### src/rtl/fp_acc_if.sv
// Floating-point format package and the accumulator's stream interface.
// The upstream side is the product stream from fp_mul. The downstream side
// is the dot-product sum together with its element count.
package fp_pkg;
  localparam int FPExpWidth  = 8;
  localparam int FPMantWidth = 7;

  // Fields are {sgn, exp, mant}. The leading one is hidden and the
  // exponent bias is 2^(FPExpWidth-1).
  typedef struct packed {
    logic                   sgn;
    logic [FPExpWidth-1:0]  exp;
    logic [FPMantWidth-1:0] mant;
  } fp_t;
endpackage

interface fp_acc_if #(parameter int CntWidth = 8);
  import fp_pkg::*;

  fp_t                 prod;
  logic                prod_valid;
  logic                prod_last;
  logic                prod_ready;
  fp_t                 sum;
  logic [CntWidth-1:0] sum_cnt;
  logic                sum_valid;
  logic                sum_ready;

  modport master (
    output prod, prod_valid, prod_last, sum_ready,
    input  prod_ready, sum, sum_cnt, sum_valid
  );

  modport slave (
    input  prod, prod_valid, prod_last, sum_ready,
    output prod_ready, sum, sum_cnt, sum_valid
  );
endinterface

### src/rtl/fp_acc.sv
// Streaming FP accumulator. It sums one vector of products, ended by the
// last flag, into a single fp_t value. It then holds that sum until the
// downstream side takes it. The adder is single-cycle and truncating, and
// it sits directly in the accumulator feedback path.
module fp_acc
  import fp_pkg::*;
#(
  parameter int CntWidth = 8
) (
  input logic      clk_i,
  input logic      rst_ni,
  fp_acc_if.slave  bus
);

  localparam int E      = FPExpWidth;
  localparam int M      = FPMantWidth;
  localparam int ExpMax = 2**E - 1;
  localparam logic [E-1:0] MantW = E'(M);

  typedef enum logic {ACC, OUT} state_e;

  state_e              state_q, state_d;
  fp_t                 acc_q, acc_d;
  logic [CntWidth-1:0] cnt_q, cnt_d;
  logic                first_q, first_d;
  logic                accept;

  // Any value with exp==0 is zero. Its mantissa is dropped so that the
  // result is all-zero.
  function automatic fp_t canon(fp_t x);
    return (x.exp == '0) ? fp_t'('0) : x;
  endfunction

  // Truncating add. The operand with the larger {exp,mant} sets the sign
  // and the starting exponent. The smaller mantissa is right-aligned to it.
  function automatic fp_t fp_add(fp_t a, fp_t b);
    fp_t          l, s, r;
    logic [E-1:0] d;
    logic [M:0]   lm, sm, diff, norm;
    logic [M+1:0] sum;
    int           e, lz;
    logic         found;
    r = '0; l = a; s = b; d = '0; lm = '0; sm = '0; diff = '0; norm = '0;
    sum = '0; e = 0; lz = 0; found = 1'b0;
    if (a.exp == '0) begin
      r = canon(b);
    end else if (b.exp == '0) begin
      r = a;
    end else begin
      if ({b.exp, b.mant} > {a.exp, a.mant}) begin
        l = b;
        s = a;
      end
      d  = l.exp - s.exp;
      lm = {1'b1, l.mant};
      sm = (d > MantW) ? '0 : ({1'b1, s.mant} >> d);
      if (l.sgn == s.sgn) begin
        sum = {1'b0, lm} + {1'b0, sm};
        if (sum[M+1]) begin
          r.mant = sum[M:1];
          e      = int'(l.exp) + 1;
        end else begin
          r.mant = sum[M-1:0];
          e      = int'(l.exp);
        end
      end else begin
        diff = lm - sm;
        for (int i = M; i >= 0; i--) begin
          if (!found) begin
            if (diff[i]) found = 1'b1;
            else         lz = lz + 1;
          end
        end
        norm   = diff << lz;
        r.mant = norm[M-1:0];
        // An exact cancellation goes to +0 through the underflow path.
        e      = (diff == '0) ? 0 : int'(l.exp) - lz;
      end
      r.sgn = l.sgn;
      if (e > ExpMax)  r = {l.sgn, {E{1'b1}}, {M{1'b1}}};
      else if (e <= 0) r = '0;
      else             r.exp = e[E-1:0];
    end
    return r;
  endfunction

  assign accept = (state_q == ACC) && bus.prod_valid;

  // State register
  always_ff @(posedge clk_i or negedge rst_ni) begin
    if (!rst_ni) state_q <= ACC;
    else         state_q <= state_d;
  end

  // Next state: leave ACC when the last element is taken, leave OUT on the sum handshake
  always_comb begin
    state_d = state_q;
    case (state_q)
      ACC: if (bus.prod_valid && bus.prod_last) state_d = OUT;
      OUT: if (bus.sum_ready)                   state_d = ACC;
      default: state_d = ACC;
    endcase
  end

  // Outputs: the sum is visible only while it is being offered downstream
  always_comb begin
    bus.prod_ready = 1'b0;
    bus.sum_valid  = 1'b0;
    bus.sum        = '0;
    bus.sum_cnt    = '0;
    case (state_q)
      ACC: bus.prod_ready = 1'b1;
      OUT: begin
        bus.sum_valid = 1'b1;
        bus.sum       = acc_q;
        bus.sum_cnt   = cnt_q;
      end
      default: ;
    endcase
  end

  // Datapath next state: the first element loads, later elements add; the count saturates
  always_comb begin
    acc_d   = acc_q;
    cnt_d   = cnt_q;
    first_d = first_q;
    if (accept) begin
      acc_d   = first_q ? canon(bus.prod) : fp_add(acc_q, bus.prod);
      cnt_d   = first_q ? CntWidth'(1) : ((cnt_q == '1) ? cnt_q : cnt_q + 1'b1);
      first_d = 1'b0;
    end
    if (state_q == OUT && bus.sum_ready) first_d = 1'b1;
  end

  // Datapath registers; reset drops any partial sum
  always_ff @(posedge clk_i or negedge rst_ni) begin
    if (!rst_ni) begin
      acc_q   <= '0;
      cnt_q   <= '0;
      first_q <= 1'b1;
    end else begin
      acc_q   <= acc_d;
      cnt_q   <= cnt_d;
      first_q <= first_d;
    end
  end

endmodule

### src/flat_wrapper.sv
// flat-port wrapper written by rule: the top's interface ports become plain ports
module fp_acc_flat import fp_pkg::*;
#(
  parameter int CntWidth = 8
)
  (clk_i, rst_ni, bus_prod, bus_prod_valid, bus_prod_last, bus_sum_ready, bus_prod_ready, bus_sum, bus_sum_cnt, bus_sum_valid);
  fp_acc_if #(.CntWidth(CntWidth)) bus_i ();
  input logic clk_i;
  input logic rst_ni;
  input wire logic [$bits(bus_i.prod)-1:0] bus_prod;
  input wire logic [$bits(bus_i.prod_valid)-1:0] bus_prod_valid;
  input wire logic [$bits(bus_i.prod_last)-1:0] bus_prod_last;
  input wire logic [$bits(bus_i.sum_ready)-1:0] bus_sum_ready;
  output wire logic [$bits(bus_i.prod_ready)-1:0] bus_prod_ready;
  output wire logic [$bits(bus_i.sum)-1:0] bus_sum;
  output wire logic [$bits(bus_i.sum_cnt)-1:0] bus_sum_cnt;
  output wire logic [$bits(bus_i.sum_valid)-1:0] bus_sum_valid;
  assign bus_i.prod = bus_prod;
  assign bus_i.prod_valid = bus_prod_valid;
  assign bus_i.prod_last = bus_prod_last;
  assign bus_i.sum_ready = bus_sum_ready;
  assign bus_prod_ready = bus_i.prod_ready;
  assign bus_sum = bus_i.sum;
  assign bus_sum_cnt = bus_i.sum_cnt;
  assign bus_sum_valid = bus_i.sum_valid;
  fp_acc #(.CntWidth(CntWidth)) u_core (.clk_i(clk_i), .rst_ni(rst_ni), .bus(bus_i));
endmodule
### config.mk
export PLATFORM = sky130hd
export DESIGN_NAME = fp_acc_flat
export DESIGN_NICKNAME = d
export VERILOG_FILES = /design/src/rtl/fp_acc_if.sv /design/src/rtl/fp_acc.sv /design/src/flat_wrapper.sv
export SDC_FILE = /design/constraint.sdc
export NUM_CORES = 1
export LEC_CHECK = 0
export ABC_AREA = 1
export CAP_MARGIN = 0
export CORE_MARGIN = 5
export CORE_UTILIZATION = 45
export DETAILED_ROUTE_END_ITERATION = 8
export GPL_TIMING_DRIVEN = 1
export HOLD_SLACK_MARGIN = 0.08
export PLACE_DENSITY = 0.75
export RECOVER_POWER = 25
export SLEW_MARGIN = 20
export SYNTH_ARGS = -nofsm -noshare
export SYNTH_HDL_FRONTEND = slang
export SYNTH_SLANG_ARGS = --single-unit
### constraint.sdc
create_clock -name clk_i -period 12.2 [get_ports clk_i]
set_clock_uncertainty 0.1 [all_clocks]
set_input_delay 1.22 -clock clk_i [delete_from_list [all_inputs] [get_ports clk_i]]
set_output_delay 1.22 -clock clk_i [all_outputs]
set_load 0.05 [all_outputs]
## Word-level counts from Yosys, hierarchy flattened

Index checks and enable logic that the tools add are counted.

- Add/sub/neg operators: 13
- Magnitude comparators: 4
- Equal/unequal tests: 4
- Shift-type cells: 2
- Mux-type cells: 124
- Bitwise operators: 1
- Reduce and logical (&&, ||, !) cells: 9

Operators by type and width:

| kind | count |
|---|---|
| 2-to-1 mux 32 bit | 52 |
| adder 32 x 2 -> 32 bit (second input constant) | 7 |
| 2-to-1 mux 16 bit | 14 |
| 2-to-1 mux 1 bit | 49 |
| 2-to-1 mux 8 bit | 5 |
| > comparator 32 x 9 -> 1 bit (second input constant) | 1 |
| <= comparator 32 x 1 -> 1 bit (second input constant) | 1 |
| left shift 8 x 32 -> 7 bit | 1 |
| subtractor 9 x 32 -> 32 bit | 1 |
| logical NOT 8 bit | 3 |
| 2-to-1 mux 7 bit | 3 |
| subtractor 8 bit | 2 |
| > comparator 15 bit | 1 |
| adder 8 x 1 -> 9 bit (second input constant) | 1 |
| adder 8 x 8 -> 9 bit | 1 |
| adder 8 x 1 -> 8 bit (second input constant) | 1 |
| == test 8 bit (second input constant) | 1 |
| > comparator 8 x 3 -> 1 bit (second input constant) | 1 |
| >> shifter 8 x 8 -> 8 bit | 1 |
| AND reduction 2 bit | 2 |
| logical AND 1 bit | 3 |
| != test 3 x 2 -> 1 bit (second input constant) | 1 |
| != test 2 x 1 -> 1 bit (second input constant) | 1 |
| one-hot mux 1 bit (2 select lines) | 1 |
| 3 further kinds | 3 |

- Register bits: 26
- Input bits: 21
- Output and inout port bits: 26
- Word-level logic and storage cells: 163

## Depth between registers and ports, before layout

Gate-level depths: netlist of the first run.

- Depth in word-level cells: 75
- Depth in mapped cells: 85
- Depth with buffers taken out: 83

## Least setup slack after synthesis of the first run

OpenSTA, ideal clock, no wires.

- Path kind: input to register
- From: input bus_prod[12]
- To: register u_core.acc_q[9] (netlist name)
- Setup time: 0.129 ns
- Arrival: 10.397 ns
- Required time: 11.971 ns
- Path slack: 1.574 ns
- Stages on the path: 71
- Cells stage by stage: ha_1 nand2_1 nor2_2 nand2_1 nor2_1 nand2_1 nand2_4 nand2_4 nand2_1 nand3_2 ha_1 inv_1 nand2_2 nand2_1 nand2_1 nand2_1 nand2_1 nand3_2 [... 35 more ...] ha_1 nand3_1 nand2_1 a21oi_1 o21bai_1 nand2_1 o21ai_0 inv_1 fa_1 nor3_1 nor2_1 a21oi_1 nor2_1 nor2_1 buf_4 o21ai_1 nand2_1 o21ai_1

- Longest elaborated chain between the ends: 75
- Elaborated cells between the ends (all ways): 131
- Those cells by class: 12 x add/sub; 4 x order compare; 2 x eq/ne; 1 x shift; 109 x mux; 3 x reduce/logical

RTL lines:

| what | line | RTL |
|---|---|---|
| start, declared | flat_wrapper.sv:10 | `input wire logic [$bits(bus_i.prod)-1:0] bus_prod;` |
| > comparator 15 bit | fp_acc.sv:50 | `if ({b.exp, b.mant} > {a.exp, a.mant}) begin` |
| 2-to-1 mux 16 bit | fp_acc.sv:50 |  |
| 2-to-1 mux 16 bit | fp_acc.sv:47 | `end else if (b.exp == '0) begin` |
| 2-to-1 mux 16 bit | fp_acc.sv:45 | `if (a.exp == '0) begin` |
| 2-to-1 mux 16 bit | fp_acc.sv:127 | `if (accept) begin` |
| subtractor 8 bit | fp_acc.sv:54 | `d = l.exp - s.exp;` |
| > comparator 8 x 3 -> 1 bit / >> shifter 8 x 8 -> 8 bit (equally long branches) | fp_acc.sv:56 | `sm = (d > MantW) ? '0 : ({1'b1, s.mant} >> d);` |
| 2-to-1 mux 8 bit | fp_acc.sv:56 |  |
| [... 59 more ...] | - |  |
| 2-to-1 mux 32 bit | fp_acc.sv:45 |  |
| 2-to-1 mux 32 bit | fp_acc.sv:127 |  |
| <= comparator 32 x 1 -> 1 bit | fp_acc.sv:81 | `else if (e <= 0) r = '0;` |
| 2-to-1 mux 8 bit | fp_acc.sv:81 |  |
| 2-to-1 mux 16 bit | fp_acc.sv:80 | `if (e > ExpMax) r = {l.sgn, {E{1'b1}}, {M{1'b1}}};` |
| 2-to-1 mux 16 bit | fp_acc.sv:47 |  |
| 2-to-1 mux 16 bit | fp_acc.sv:45 |  |
| 2-to-1 mux 16 bit | fp_acc.sv:128 | `acc_d = first_q ? canon(bus.prod) : fp_add(acc_q, bus.prod);` |
| end signal, assigned | fp_acc.sv:138 | `acc_q <= '0;` |
| end signal, assigned | fp_acc.sv:142 | `acc_q <= acc_d;` |
| end, declared | fp_acc.sv:23 | `fp_t acc_q, acc_d;` |

Several ways; a longest one is shown, not always the timed one. The select of a mux whose other input is x is not followed.
A chain may end at the register's enable or synchronous reset.

## Final worst setup path of the first run

- From: input bus_prod[7]
- To: register u_core.acc_q[12] (netlist name)

The elaborated chain is that of the path after synthesis.

==> results.py, run 1 <==
metrics = {
    "route": {
        "drc": 0,
        "dr.pass1.iters": 5,
        "routed_wl_mm": 14.0,
        "vias": 5424,
        "vias_per_cell": 5.17,
        "drtIter0Drc": 516,
        "drt-wirelength-per-cell_um": 13.3,
        "ant_nets": 0,
    },
    "final_layout": {
        "fin_nets": 981,
        "stdcell_count": 1049,
        "layout_common_cells": "nand2_1, inv_1, nor2_1",
        "seqCellArea_um2": 652,
        "final_common_cell": "nand2_1",
        "multiInputGateArea_um2": 3800,
        "area_growth_pct": 18.9,
        "fill_cells": 1097,
        "antenna_cells": 0,
        "layout-drive-gt1-share": 0.0880,
    },
    "worst_setup_path": {
        "max_stage_delay_ns": 0.52,
        "crit_path_frequent_cell": "nand2_1",
        "reg2reg_setup_slack_ns": 1.80,
        "path_class": "primary input to flop",
        "cp.arrival_ns": 11.28,
        "r2r_cells": 69,
        "regToRegEndpoint": "u_core.acc_q[12]",
        "cp_max_fo": 10,
        "crit_path_end_kind": "flop",
        "worstPathRequired_ns": 12.25,
        "r2r-start": "u_core.acc_q[10]",
        "cp_slowest_cell": "clkdlybuf4s50_1",
        "startpoint_type": "primary input",
    },
    "min_path": {
        "holdPathStages": 1,
        "min_path_type": "flop to flop",
        "hold_path.startpoint": "u_core.cnt_q[7]",
        "holdPathEnd": "u_core.cnt_q[7]",
    },
    "place": {
        "dp_cells": 1039,
        "port_buffers": 46,
        "dp_hpwl_mm": 11.2,
        "gp_congestion": 0.983,
    },
    "sta": {
        "timing.slew.headroom": 0.0337,
        "period_share": 0.920,
        "finalSetupViolCount": 0,
        "hold_viol_final": 0,
        "worstMarginPinSlew_ns": 1.45,
        "fin_crit_ns": 11.22,
        "fmax_mhz": 89.1,
        "slew_violations": 0,
    },
    "clock_network": {
        "clk_latency_ns": 0.28,
        "clock_tree.buffer_depth": 2,
        "path_clk_slew_ns": 0.10,
        "cts.sinks": 26,
        "cts-root-buf": "clkbuf_8",
        "cts_buffers": 3,
        "cts_tree": "done",
        "htree_levels": 1,
    },
    "global_route": {
        "antenna_found_initial": 0,
        "grt_max_degree": 28,
        "grtUsageTotal": 0.207,
        "grt.overflow.total": 0,
        "grt_pass1_vias": 4915,
        "grt_pass1_wl_mm": 23.0,
    },
    "die": {
        "die_height_um": 115,
        "num_rows": 38,
        "ios": 47,
        "dieArea_um2": 13200,
        "core_area_um2": 10800,
        "start_util": 0.458,
        "fp.dieW_um": 115,
    },
    "logic_synthesis": {
        "ys.flop_type": "dfrtp_1",
        "syn_inst": 862,
        "ys_seq_area_frac": 0.131,
        "synth_cell_types": 48,
        "synth-seq-cells": 26,
        "synth_enable_flop_cells": 0,
        "yosys_warnings": 0,
        "netlist_area_um2": 4960,
        "async_flop_share": 1.00,
        "syn_avg_cell_area_um2": 5.76,
    },
    "run": {
        "cap_violations": 0,
    },
    "status": {
        "status": "complete, no violations",
    },
}
## repair_timing
| action | in CTS | in global routing |
|---|---|---|
| resized for setup | 0 | 50 |
| setup endpoints to repair | 0 | 16 |
| hold buffers | 0 | 0 |
| setup buffers | 0 | 4 |
## worst max-delay path: cells and delay by family
kind                       cells  cell delay, ns
muxes                          1            0.12
AOI/OAI and AO/OA             15            2.03
and+or+nand+nor               29            3.02
xor gates and xnor gates       1            0.21
adders and majority gates     10            3.06
buffers and inverters         13            1.58
## metrics by stage
stage	setup TNS, ns	cell area, um2	util	worst slack [ns]	hold slack [ns]
2_1_floorplan	0	4970	-	1.57	0.367
3_3_place_gp	0	5560	0.513	0.203	0.390
3_5_place_dp	-0.0794	5560	0.513	-0.0488	0.397
4_1_cts	0	5630	0.520	0.236	0.410
5_1_grt	-0.124	5900	0.544	-0.0311	0.431
6_report	0	5900	0.544	0.975	0.420
## area by class of cell
cell class | instances | share of cell area
sequential | 26 | 0.110
clock inverter | 1 | 0.00509
inverter | 166 | 0.106
multi-input combinational | 656 | 0.644
tap | 140 | 0.0297
timing repair buffer | 57 | 0.0979
clock buffer | 3 | 0.00700
## cells in the mapped netlist (9+ instances only)
| library cell | count | area share |
|---|---|---|
| o211ai_1 | 10 | 0.015 |
| dfrtp_1 | 25 | 0.13 |
| inv_1 | 157 | 0.12 |
| nand2_2 | 9 | 0.011 |
| nor3_1 | 15 | 0.015 |
| o21ai_0 | 55 | 0.055 |
| nor2_1 | 63 | 0.048 |
| nand2_1 | 251 | 0.19 |
| o21ai_1 | 21 | 0.021 |
| nand3_1 | 47 | 0.047 |
| xor2_1 | 17 | 0.030 |
| ha_1 | 46 | 0.12 |
| a21oi_1 | 50 | 0.050 |
| clkbuf_1 | 13 | 0.0098 |
## worst max-delay path by stage
stage,cells after the start,startpoint,end
floorplan,71,bus_prod[12],u_core.acc_q[9]
global placement,70,bus_prod[7],u_core.acc_q[0]
detailed placement,69,bus_prod[7],u_core.acc_q[0]
CTS,69,bus_prod[7],u_core.acc_q[0]
global route,76,bus_prod[5],u_core.acc_q[9]
finish,69,bus_prod[7],u_core.acc_q[12]
## metal layers
| metal | GRT usage | wire length [um] | part of all wire | up-vias |
|---|---|---|---|---|
| met5 | 0 | 0 | 0 | - |
| met4 | 0.0430 | 183 | 0.013 | 0 |
| met3 | 0.0137 | 813 | 0.058 | 17 |
| met2 | 0.328 | 6260 | 0.45 | 202 |
| met1 | 0.311 | 6720 | 0.48 | 2363 |
| li1 | - | - | - | 2842 |
## state kept, by name, indices dropped and copies added, names as in the netlist
| name | flops |
|---|---|
| u_core.cnt_q | 8 |
| u_core.acc_q | 16 |
| u_core.state_q | 1 |
| u_core.first_q | 1 |
## logic make-up (layout without fill, tap and decap cells)
logic type,Yosys count,count (layout),share of synthesized area
multiplexers,1,1,0.00202
AO/OA/AOI/OAI,155,155,0.171
adder cells (fa/ha/maj),50,50,0.132
XOR/XNOR,21,21,0.0371
other,2,5,0.00151
buffers and inverters,184,227,0.144
flip-flops,26,26,0.131
AND/OR/NAND/NOR,423,424,0.381
Power of run 1 is not shown: default switching activity piles up to over one toggle a cycle in this logic, so the estimate is an artifact.
==> run 2: changes to the inputs <==
--- a/config.mk
+++ b/config.mk
@@ -12,7 +12,7 @@
 export DETAILED_ROUTE_END_ITERATION = 8
 export GPL_TIMING_DRIVEN = 1
 export HOLD_SLACK_MARGIN = 0.08
-export PLACE_DENSITY = 0.75
+export PLACE_DENSITY = 0.78
 export RECOVER_POWER = 25
 export SLEW_MARGIN = 20
 export SYNTH_ARGS = -nofsm -noshare
==> constraint.sdc (replaced) <==
create_clock -name clk_i -period 9.15 [get_ports clk_i]
set_clock_uncertainty 0.1 [all_clocks]
set_input_delay 0.915 -clock clk_i [delete_from_list [all_inputs] [get_ports clk_i]]
set_output_delay 0.915 -clock clk_i [all_outputs]
set_load 0.05 [all_outputs]
==> run 2 against run 1 <==
The flow now finishes with violations (max-capacitance violations, max-slew violations, negative setup slack). Non-clock buffer count grew 213. Core utilization grew 19 points. Worst setup slack lost 2.1 ns. Critical endpoint is now u_core.acc_q[6]. Highest routed layer unchanged.
==> results.py, run 2 (same netlist as run 1, synthesis figures left out) <==
metrics = {
    "status": {
        "status": "complete, but fails checks",
        "violations": "max-capacitance violations, max-slew violations, negative setup slack",
    },
    "final_layout": {
        "fill_cells": 752,
        "top_register": "u_core.acc_q",
        "area_growth_pct": 60.9,
        "reg_top3": "u_core.acc_q: 16 flops, u_core.cnt_q: 8 flops",
        "largest_reg_flops": 16,
        "antenna_cells": 0,
        "fin_nets": 1194,
        "layout-drive-gt1-share": 0.359,
        "layout_common_cells": "nand2_1, buf_4, inv_1",
        "final_common_cell": "nand2_1",
    },
    "die": {
        "start_util": 0.458,
        "num_rows": 38,
        "fp.dieW_um": 115,
        "dieArea_um2": 13200,
        "ios": 47,
        "die_height_um": 115,
        "core_area_um2": 10800,
    },
    "place": {
        "dp_hpwl_mm": 13.1,
        "port_buffers": 46,
        "gp_congestion": 0.923,
    },
    "clock_network": {
        "path_clk_slew_ns": 0.10,
        "cts.sinks": 26,
        "cts_buffers": 3,
        "clk_latency_ns": 0.28,
        "htree_levels": 1,
        "ctsHoldBuffers": 0,
        "cts_tree": "done",
        "cts-root-buf": "clkbuf_8",
        "clock_tree.buffer_depth": 2,
    },
    "sta": {
        "fin_ws_ns": -1.16,
        "slew_violations": 27,
        "timing.slew.headroom": -0.0120,
        "fin_crit_ns": 10.31,
        "whs_ns": 0.420,
        "worstMarginPinSlew_ns": 1.52,
        "fmax_mhz": 97.0,
        "period_share": 1.13,
        "rsz0062_at_grt": "true",
        "finalSetupViolCount": 16,
        "hold_viol_final": 0,
    },
    "min_path": {
        "min_path_type": "flop to flop",
    },
    "route": {
        "vias": 7064,
        "routed_wl_mm": 20.8,
        "ant_nets": 0,
        "dr.pass1.iters": 7,
        "vias_per_cell": 5.60,
        "drt-wirelength-per-cell_um": 16.5,
        "drtIter0Drc": 795,
        "drc": 0,
    },
    "global_route": {
        "grt_max_degree": 28,
        "grtUsageTotal": 0.284,
        "grt.overflow.total": 0,
        "grt_pass1_vias": 6688,
        "antenna_found_initial": 0,
        "grt_pass1_wl_mm": 31.0,
    },
    "worst_setup_path": {
        "crit_path_end_kind": "flop",
        "cp_max_fo": 7,
        "cp_slowest_cell": "fa_2",
        "reg2reg_setup_slack_ns": -0.96,
        "crit_path_frequent_cell": "buf_4",
        "startpoint_type": "primary input",
        "cp.arrival_ns": 10.39,
        "path_class": "primary input to flop",
        "worstPathRequired_ns": 9.22,
        "max_stage_delay_ns": 0.57,
    },
    "run": {
        "cap_violations": 1,
    },
}
==> run 2: changes by cell type in the layout (fill, tap and decap cells not counted), sizes merged <==
| cell | before | now |
|---|---|---|
| dlymetal6s2s | 9 | 0 |
| inv | 164 | 165 |
| clkdlybuf4s15 | 0 | 2 |
| clkinv | 2 | 1 |
| clkdlybuf4s50 | 36 | 30 |
| buf | 10 | 236 |
==> run 2: critical path, delay by kind of cell <==
kind,cells,cell delay [ns]
muxes,1,0.14
AOI/OAI and AO/OA,6,0.67
buffers and inverters,35,4.22
and+or+nand+nor,30,3.05
adders and majority gates,4,1.38
==> run 2: final timing paths <==
| check | startpoint | end | depth (start not counted) |
|---|---|---|---|
| setup reg to reg | u_core.acc_q[6] | u_core.acc_q[6] | 79 |
| hold reg to reg | u_core.cnt_q[7] | u_core.cnt_q[7] | 1 |
| hold / removal | u_core.cnt_q[7] | u_core.cnt_q[7] | 1 |
| max in group asynchronous | rst_ni | u_core.acc_q[1] | 2 |
| setup / recovery | bus_prod[12] | u_core.acc_q[6] | 76 |
| min in group asynchronous | rst_ni | u_core.state_q | 2 |
==> run 2: area by class of cell <==
| cell class | count | area (um2) | share of cell area |
|---|---|---|---|
| clock buffers | 3 | 41.3 | 0.00517 |
| clock inverters | 1 | 30.0 | 0.00376 |
| inverters | 166 | 633 | 0.0793 |
| multi-input cells | 656 | 4320 | 0.540 |
| flip-flops and latches | 26 | 652 | 0.0816 |
| well taps | 140 | 175 | 0.0219 |
| repair buffers | 270 | 2140 | 0.268 |
==> run 2: metrics by stage <==
step / setup WS [ns] / area [um2] / setup TNS (ns) / utilization / std cells
2_1_floorplan: -0.0419 / 5210 / -0.198 / - / 865
3_3_place_gp: -1.23 / 6870 / -18.65 / 0.634 / 1185
3_5_place_dp: -1.61 / 6870 / -24.68 / 0.634 / 1185
4_1_cts: -0.491 / 7710 / -6.99 / 0.712 / 1254
5_1_grt: -1.71 / 7990 / -25.05 / 0.737 / 1262
6_report: -1.16 / 7990 / -16.35 / 0.737 / 1262
==> run 2: routing by layer <==
metal | part of all wire | vias up | track usage
met5 | 0 | - | 0
met4 | 0.061 | 0 | 0.113
met3 | 0.093 | 153 | 0.0347
met2 | 0.47 | 480 | 0.504
met1 | 0.37 | 3171 | 0.348
li1 | - | 3260 | -
==> run 2: timing repair <==
item                                    4_1_cts  5_1_grt
endpoints found under the setup margin       16       16
pin swaps                                    75       82
resized for setup                           123       66
buffers inserted                             64        9
gates cloned                                  1        0
Power of run 2 is left out for the same reason.
